===== src/rtl/cond_fork5_sched.sv =====
// cond_fork5_sched
//
// Produces the five per-branch valid selects for a 5-way conditional-fork
// micropipeline stage. Each token goes either to one branch, picked
// round-robin, or to every eligible branch at once (broadcast). The select
// vector stays frozen until the token has passed the fork. Per-branch
// outstanding counters keep a branch with no credit from being selected.
//
// Optional feature macro: COND_FORK5_SCHED_BCAST_EN
//   defined   - i_bcast=1 on an accepted token selects all eligible branches
//   undefined - i_bcast is ignored and every token is round-robin unicast
//
// Ports
//   clk         clock; all state changes on the rising edge
//   rst         asynchronous active-high reset
//   i_token     pulse: a token is waiting upstream of the fork
//   i_bcast     broadcast request, sampled with an accepted token
//   i_cfg_en    per-branch enable
//   o_ready     scheduler can accept i_token this cycle
//   o_valid     registered select vector to the fork valid0..valid4
//   o_go        select vector is stable; upstream may fire its drive
//   i_launched  pulse: the token has passed the fork
//   i_free      per-branch pulse: that branch has freed one token
//   o_busy      per-branch flag: outstanding count is nonzero
//   o_err       sticky: a free arrived on a branch with count 0
//
// State  | meaning
// -------+-------------------------------------------------------------
// IDLE   | no token held; accepts i_token when a branch is eligible
// HOLD   | select vector frozen, o_go=1; waiting for i_launched

module cond_fork5_sched #(
    parameter int MAX_OUT = 3,
    parameter int CNT_W   = 3
) (
    input  logic       clk,
    input  logic       rst,
    input  logic       i_token,
    input  logic       i_bcast,
    input  logic [4:0] i_cfg_en,
    output logic       o_ready,
    output logic [4:0] o_valid,
    output logic       o_go,
    input  logic       i_launched,
    input  logic [4:0] i_free,
    output logic [4:0] o_busy,
    output logic       o_err
);

    typedef enum logic {IDLE, HOLD} stateT;

    localparam logic [CNT_W-1:0] MAX_CNT = CNT_W'(MAX_OUT);

    stateT            state, stateNext;
    logic [CNT_W-1:0] cnt [5];
    logic [4:0]       validQ, validNext;
    logic [2:0]       rrPtr, rrNext;
    logic [2:0]       chosenQ, chosenNext;
    logic             bcastQ, bcastNext;
    logic             bcastEff;
    logic [4:0]       eligible;
    logic [4:0]       uniSel;
    logic [4:0]       selVec;
    logic [2:0]       uniIdx;
    logic [3:0]       scanIdx;
    logic             scanFound;
    logic             launchEv;
    logic [4:0]       incVec;
    logic             errSet;

    always_comb begin
        for (int b = 0; b < 5; b++) begin
            eligible[b] = i_cfg_en[b] && (cnt[b] < MAX_CNT);
        end
    end

    // First eligible branch scanning rrPtr, rrPtr+1, ... modulo 5.
    always_comb begin
        uniIdx    = rrPtr;
        scanFound = 1'b0;
        scanIdx   = 4'd0;
        for (int k = 0; k < 5; k++) begin
            scanIdx = {1'b0, rrPtr} + 4'(k);
            if (scanIdx >= 4'd5) begin
                scanIdx = scanIdx - 4'd5;
            end
            if (!scanFound && eligible[scanIdx[2:0]]) begin
                scanFound = 1'b1;
                uniIdx    = scanIdx[2:0];
            end
        end
        uniSel = 5'b00001 << uniIdx;
    end

`ifdef COND_FORK5_SCHED_BCAST_EN
    assign bcastEff = i_bcast;
    assign selVec   = i_bcast ? eligible : uniSel;
`else
    logic unusedBcast;
    assign unusedBcast = i_bcast;
    assign bcastEff    = 1'b0;
    assign selVec      = uniSel;
`endif

    always_ff @(posedge clk or posedge rst) begin
        if (rst) begin
            state   <= IDLE;
            validQ  <= '0;
            rrPtr   <= '0;
            chosenQ <= '0;
            bcastQ  <= 1'b0;
        end else begin
            state   <= stateNext;
            validQ  <= validNext;
            rrPtr   <= rrNext;
            chosenQ <= chosenNext;
            bcastQ  <= bcastNext;
        end
    end

    always_comb begin
        stateNext  = state;
        validNext  = validQ;
        rrNext     = rrPtr;
        chosenNext = chosenQ;
        bcastNext  = bcastQ;
        o_ready    = 1'b0;
        o_go       = 1'b0;
        launchEv   = 1'b0;
        case (state)
            IDLE: begin
                o_ready = |eligible;
                if (i_token && (|eligible)) begin
                    stateNext  = HOLD;
                    validNext  = selVec;
                    chosenNext = uniIdx;
                    bcastNext  = bcastEff;
                end
            end
            HOLD: begin
                o_go = 1'b1;
                if (i_launched) begin
                    launchEv  = 1'b1;
                    stateNext = IDLE;
                    validNext = '0;
                    // Broadcast tokens do not advance the round-robin pointer.
                    if (!bcastQ) begin
                        rrNext = (chosenQ == 3'd4) ? 3'd0 : chosenQ + 3'd1;
                    end
                end
            end
            default: begin
                stateNext = IDLE;
                validNext = '0;
            end
        endcase
    end

    assign o_valid = validQ;
    assign incVec  = launchEv ? validQ : 5'b00000;

    // A free with no outstanding token is an error, unless a launch on the
    // same branch in the same cycle cancels it out.
    always_comb begin
        errSet = 1'b0;
        for (int b = 0; b < 5; b++) begin
            if (i_free[b] && !incVec[b] && (cnt[b] == '0)) begin
                errSet = 1'b1;
            end
        end
    end

    always_ff @(posedge clk or posedge rst) begin
        if (rst) begin
            for (int b = 0; b < 5; b++) begin
                cnt[b] <= '0;
            end
            o_err <= 1'b0;
        end else begin
            for (int b = 0; b < 5; b++) begin
                if (incVec[b] && !i_free[b]) begin
                    cnt[b] <= cnt[b] + CNT_W'(1);
                end else if (i_free[b] && !incVec[b] && (cnt[b] != '0)) begin
                    cnt[b] <= cnt[b] - CNT_W'(1);
                end
            end
            if (errSet) begin
                o_err <= 1'b1;
            end
        end
    end

    always_comb begin
        for (int b = 0; b < 5; b++) begin
            o_busy[b] = (cnt[b] != '0);
        end
    end

endmodule


===== config.mk =====
export PLATFORM = sky130hd
export DESIGN_NAME = cond_fork5_sched
export DESIGN_NICKNAME = d
export VERILOG_FILES = /design/src/rtl/cond_fork5_sched.sv
export SDC_FILE = /design/constraint.sdc
export NUM_CORES = 1
export LEC_CHECK = 0
export CAP_MARGIN = 30
export CORE_UTILIZATION = 58
export DETAILED_ROUTE_END_ITERATION = 10
export PLACE_DENSITY = 0.91
export SYNTH_ARGS = -nofsm -noshare
export SYNTH_HDL_FRONTEND = slang
export SYNTH_SLANG_ARGS = --single-unit

===== constraint.sdc =====
create_clock -name clk -period 4.4 [get_ports clk]
set_input_delay 1.1 -clock clk [delete_from_list [all_inputs] [get_ports clk]]
set_output_delay 1.1 -clock clk [all_outputs]
set_load 0.01 [all_outputs]

==> results.ini <==
[outcome]
outcome=completed

[sta]
max_slew_margin=0.4930
measured_slew_at_the_worst_slew_check_pin_ns=0.7560
clock.fmax_ghz=0.2414
rsz0062_at_grt=false
period_share=0.9413
fin_worst_skew_ns=0.005318
final_max_slew_viol_count=0
finalHoldViolCount=0
report.final.setup_viol=0
period_needed_ns=4.142
totalNegativeSetupSlack_ns=0
hold_ws_ns=0.5105

[layout]
fill_cells=320
layout-drive-gt1-share=0.1288
sequential_cell_area_um2=700.7
antenna_cells_inserted=0
layout.cells.most_common=sky130_fd_sc_hd__nand2_1
area_used_by_multi_input_combinational_logic_um2=1898
layout.nets=358
most-common-layout-cells=sky130_fd_sc_hd__nand2_1 (33), sky130_fd_sc_hd__dfrtp_1 (28), sky130_fd_sc_hd__clkdlybuf4s50_1 (26), sky130_fd_sc_hd__a21oi_1 (16), sky130_fd_sc_hd__inv_1 (12)
layout.cell_area.non_filler_um2=3082
syn2layout_area_growth_pct=13.92

[clocking]
postCtsHoldBufs=0
max-clock-path-buffers=2
post-cts-setup-buffers=0
cts_inserted_buffers=3
h-tree-depth=1
cts_tree=built
root_buffer=sky130_fd_sc_hd__clkbuf_8
cts_repair_resize_count=0
clkSlewWorstSetupHoldPaths_ns=0.09
clock-sinks=28
clock_latency_ns=0.27

[synth]
syn-mean-instance-area_um2=8.987
postSynthRegisterBits=28
yosysSeqAreaShare=0.2590
synth_enable_flop_cells=0
synth-main-ff-cell=sky130_fd_sc_hd__dfrtp_1
synthesis.instances=301
number_of_nets_produced_by_synthesis=332
synth.cell_area_um2=2705
yosysWarningCount=0
count_of_unique_library_cells_instantiated_by_yosys=71
synth_async_sr_flop_share=1.000

[global_route]
grt_util_all_layers=0.2908
grt-ovfl-total=0
number_of_antenna_violations_at_the_first_check_in_global_routing=0
grt_pass1_vias=2366
largest_net_degree_at_the_start_of_global_routing=30
grt_pass1_wl_um=11480

[die]
ioPinCount=28
floorplan.initialDensity=0.6128
die_w_um=70.30
die_h_um=70.30
placement_rows=24
core_region_area_um2=4414
die_area_um2=4941

[setup_path]
start_kind=input pin
end_kind=output pin
cp.required_ns=3.30
cp_class=input pin to output pin
timing.critical_path.arrival_ns=3.04
crit_path_max_fo=5
regToRegSetupSlack_ns=0.35

[route]
avgViaCountPerCell=6.516
drt-met1-wl_um=2978
post-route-drc-count=0
via_count=2463
dr.max_layer_used=met4
totalWireLength_um=6958
wl_cell_um=18.41
count_of_nets_left_with_antenna_violations_after_detail_routing=0
met2RoutedLength_um=3371
wl_met3_um=491
first_pass_iters=5
drtIter0Drc=291

[flow_run]
max_cap_violations=0

[placed_design]
gp_congestion=0.9481
placement.cell_area_um2=3027
post-dp-hpwl_um=5411
buffer_ports.inserted=26

[min_path]
hold_path.class=flip-flop to flip-flop

## final timing paths
path / to / cells past startpoint / startpoint
max: o_ready / 6 / i_cfg_en[1]
min: cnt[11]$_DFFE_PP0P_ / 1 / cnt[11]$_DFFE_PP0P_
max reg2reg: o_valid[1]$_DFFE_PP0P_ / 11 / rrPtr[1]$_DFFE_PP0P_
min reg2reg: cnt[11]$_DFFE_PP0P_ / 1 / cnt[11]$_DFFE_PP0P_
max in group asynchronous: cnt[0]$_DFFE_PP0P_ / 3 / rst
min in group asynchronous: cnt[13]$_DFFE_PP0P_ / 2 / rst
## sequential cells by signal, indices dropped and copies added (netlist names)
name     cells
o_valid      5
chosenQ      3
rrPtr        3
cnt         15
state        1
o_err        1
## cell type report
type	instances	area share
sequential	28	0.2274
tap	52	0.02111
timing repair buffer	30	0.1007
multi-input combinational	250	0.6159
inverter	14	0.01705
clock buffer	4	0.01786
## cell usage after synthesis (5+ instances only)
library cell | count | share of area
sky130_fd_sc_hd__nand2_1 | 33 | 0.046
sky130_fd_sc_hd__dfrtp_1 | 28 | 0.26
sky130_fd_sc_hd__a21oi_1 | 16 | 0.030
sky130_fd_sc_hd__inv_1 | 12 | 0.017
sky130_fd_sc_hd__nor3_1 | 11 | 0.020
sky130_fd_sc_hd__ha_1 | 10 | 0.046
sky130_fd_sc_hd__mux2_2 | 10 | 0.042
sky130_fd_sc_hd__nor2b_1 | 10 | 0.023
sky130_fd_sc_hd__o21ai_0 | 10 | 0.019
sky130_fd_sc_hd__nand3_1 | 9 | 0.017
sky130_fd_sc_hd__nor2_1 | 9 | 0.012
sky130_fd_sc_hd__and2_1 | 8 | 0.019
sky130_fd_sc_hd__nand2b_1 | 8 | 0.019
sky130_fd_sc_hd__or3_1 | 8 | 0.019
sky130_fd_sc_hd__xnor2_1 | 7 | 0.023
sky130_fd_sc_hd__fa_1 | 6 | 0.044
sky130_fd_sc_hd__o31ai_1 | 6 | 0.017
sky130_fd_sc_hd__or2_2 | 6 | 0.014
sky130_fd_sc_hd__a211oi_1 | 5 | 0.014
sky130_fd_sc_hd__xor2_1 | 5 | 0.016
## worst max-delay path, stage by stage
cell and delay (ns):
sky130_fd_sc_hd__clkdlybuf4s50_1 0.45, sky130_fd_sc_hd__nor2b_1 0.30, sky130_fd_sc_hd__and2_1 0.31, sky130_fd_sc_hd__nor4_1 0.09, sky130_fd_sc_hd__a21oi_1 0.23, sky130_fd_sc_hd__clkdlybuf4s50_1 0.57
## through the flow
stage / instances / worst slack, ns / utilization
floorplan: 301 / 0.8697 / -
global placement: 373 / 0.3359 / 0.6794
detailed placement: 374 / 0.2477 / 0.6857
CTS: 378 / 0.2921 / 0.6981
global route: 378 / 0.1562 / 0.6981
finish: 378 / 0.2582 / 0.6981
## cell families (layout without fill, tap and decap cells)
kind of cell,after synthesis,count (layout),synth area share
simple gates,123,123,0.2502
compound gates,82,82,0.2317
flops,28,28,0.2590
buf+inv,23,48,0.03931
fa+ha+maj,16,16,0.09066
mux,16,16,0.08418
xor+xnor,13,13,0.04487
## metal layers
layer | GRT usage | vias up
li1 | - | 1169
met1 | 0.3828 | 1155
met2 | 0.4847 | 123
met3 | 0.05339 | 16
met4 | 0.08667 | 0
met5 | 0 | -
Power is left out: the tool's default activity adds up to more than one toggle a clock period on the data nets, which glitch-free logic cannot reach.
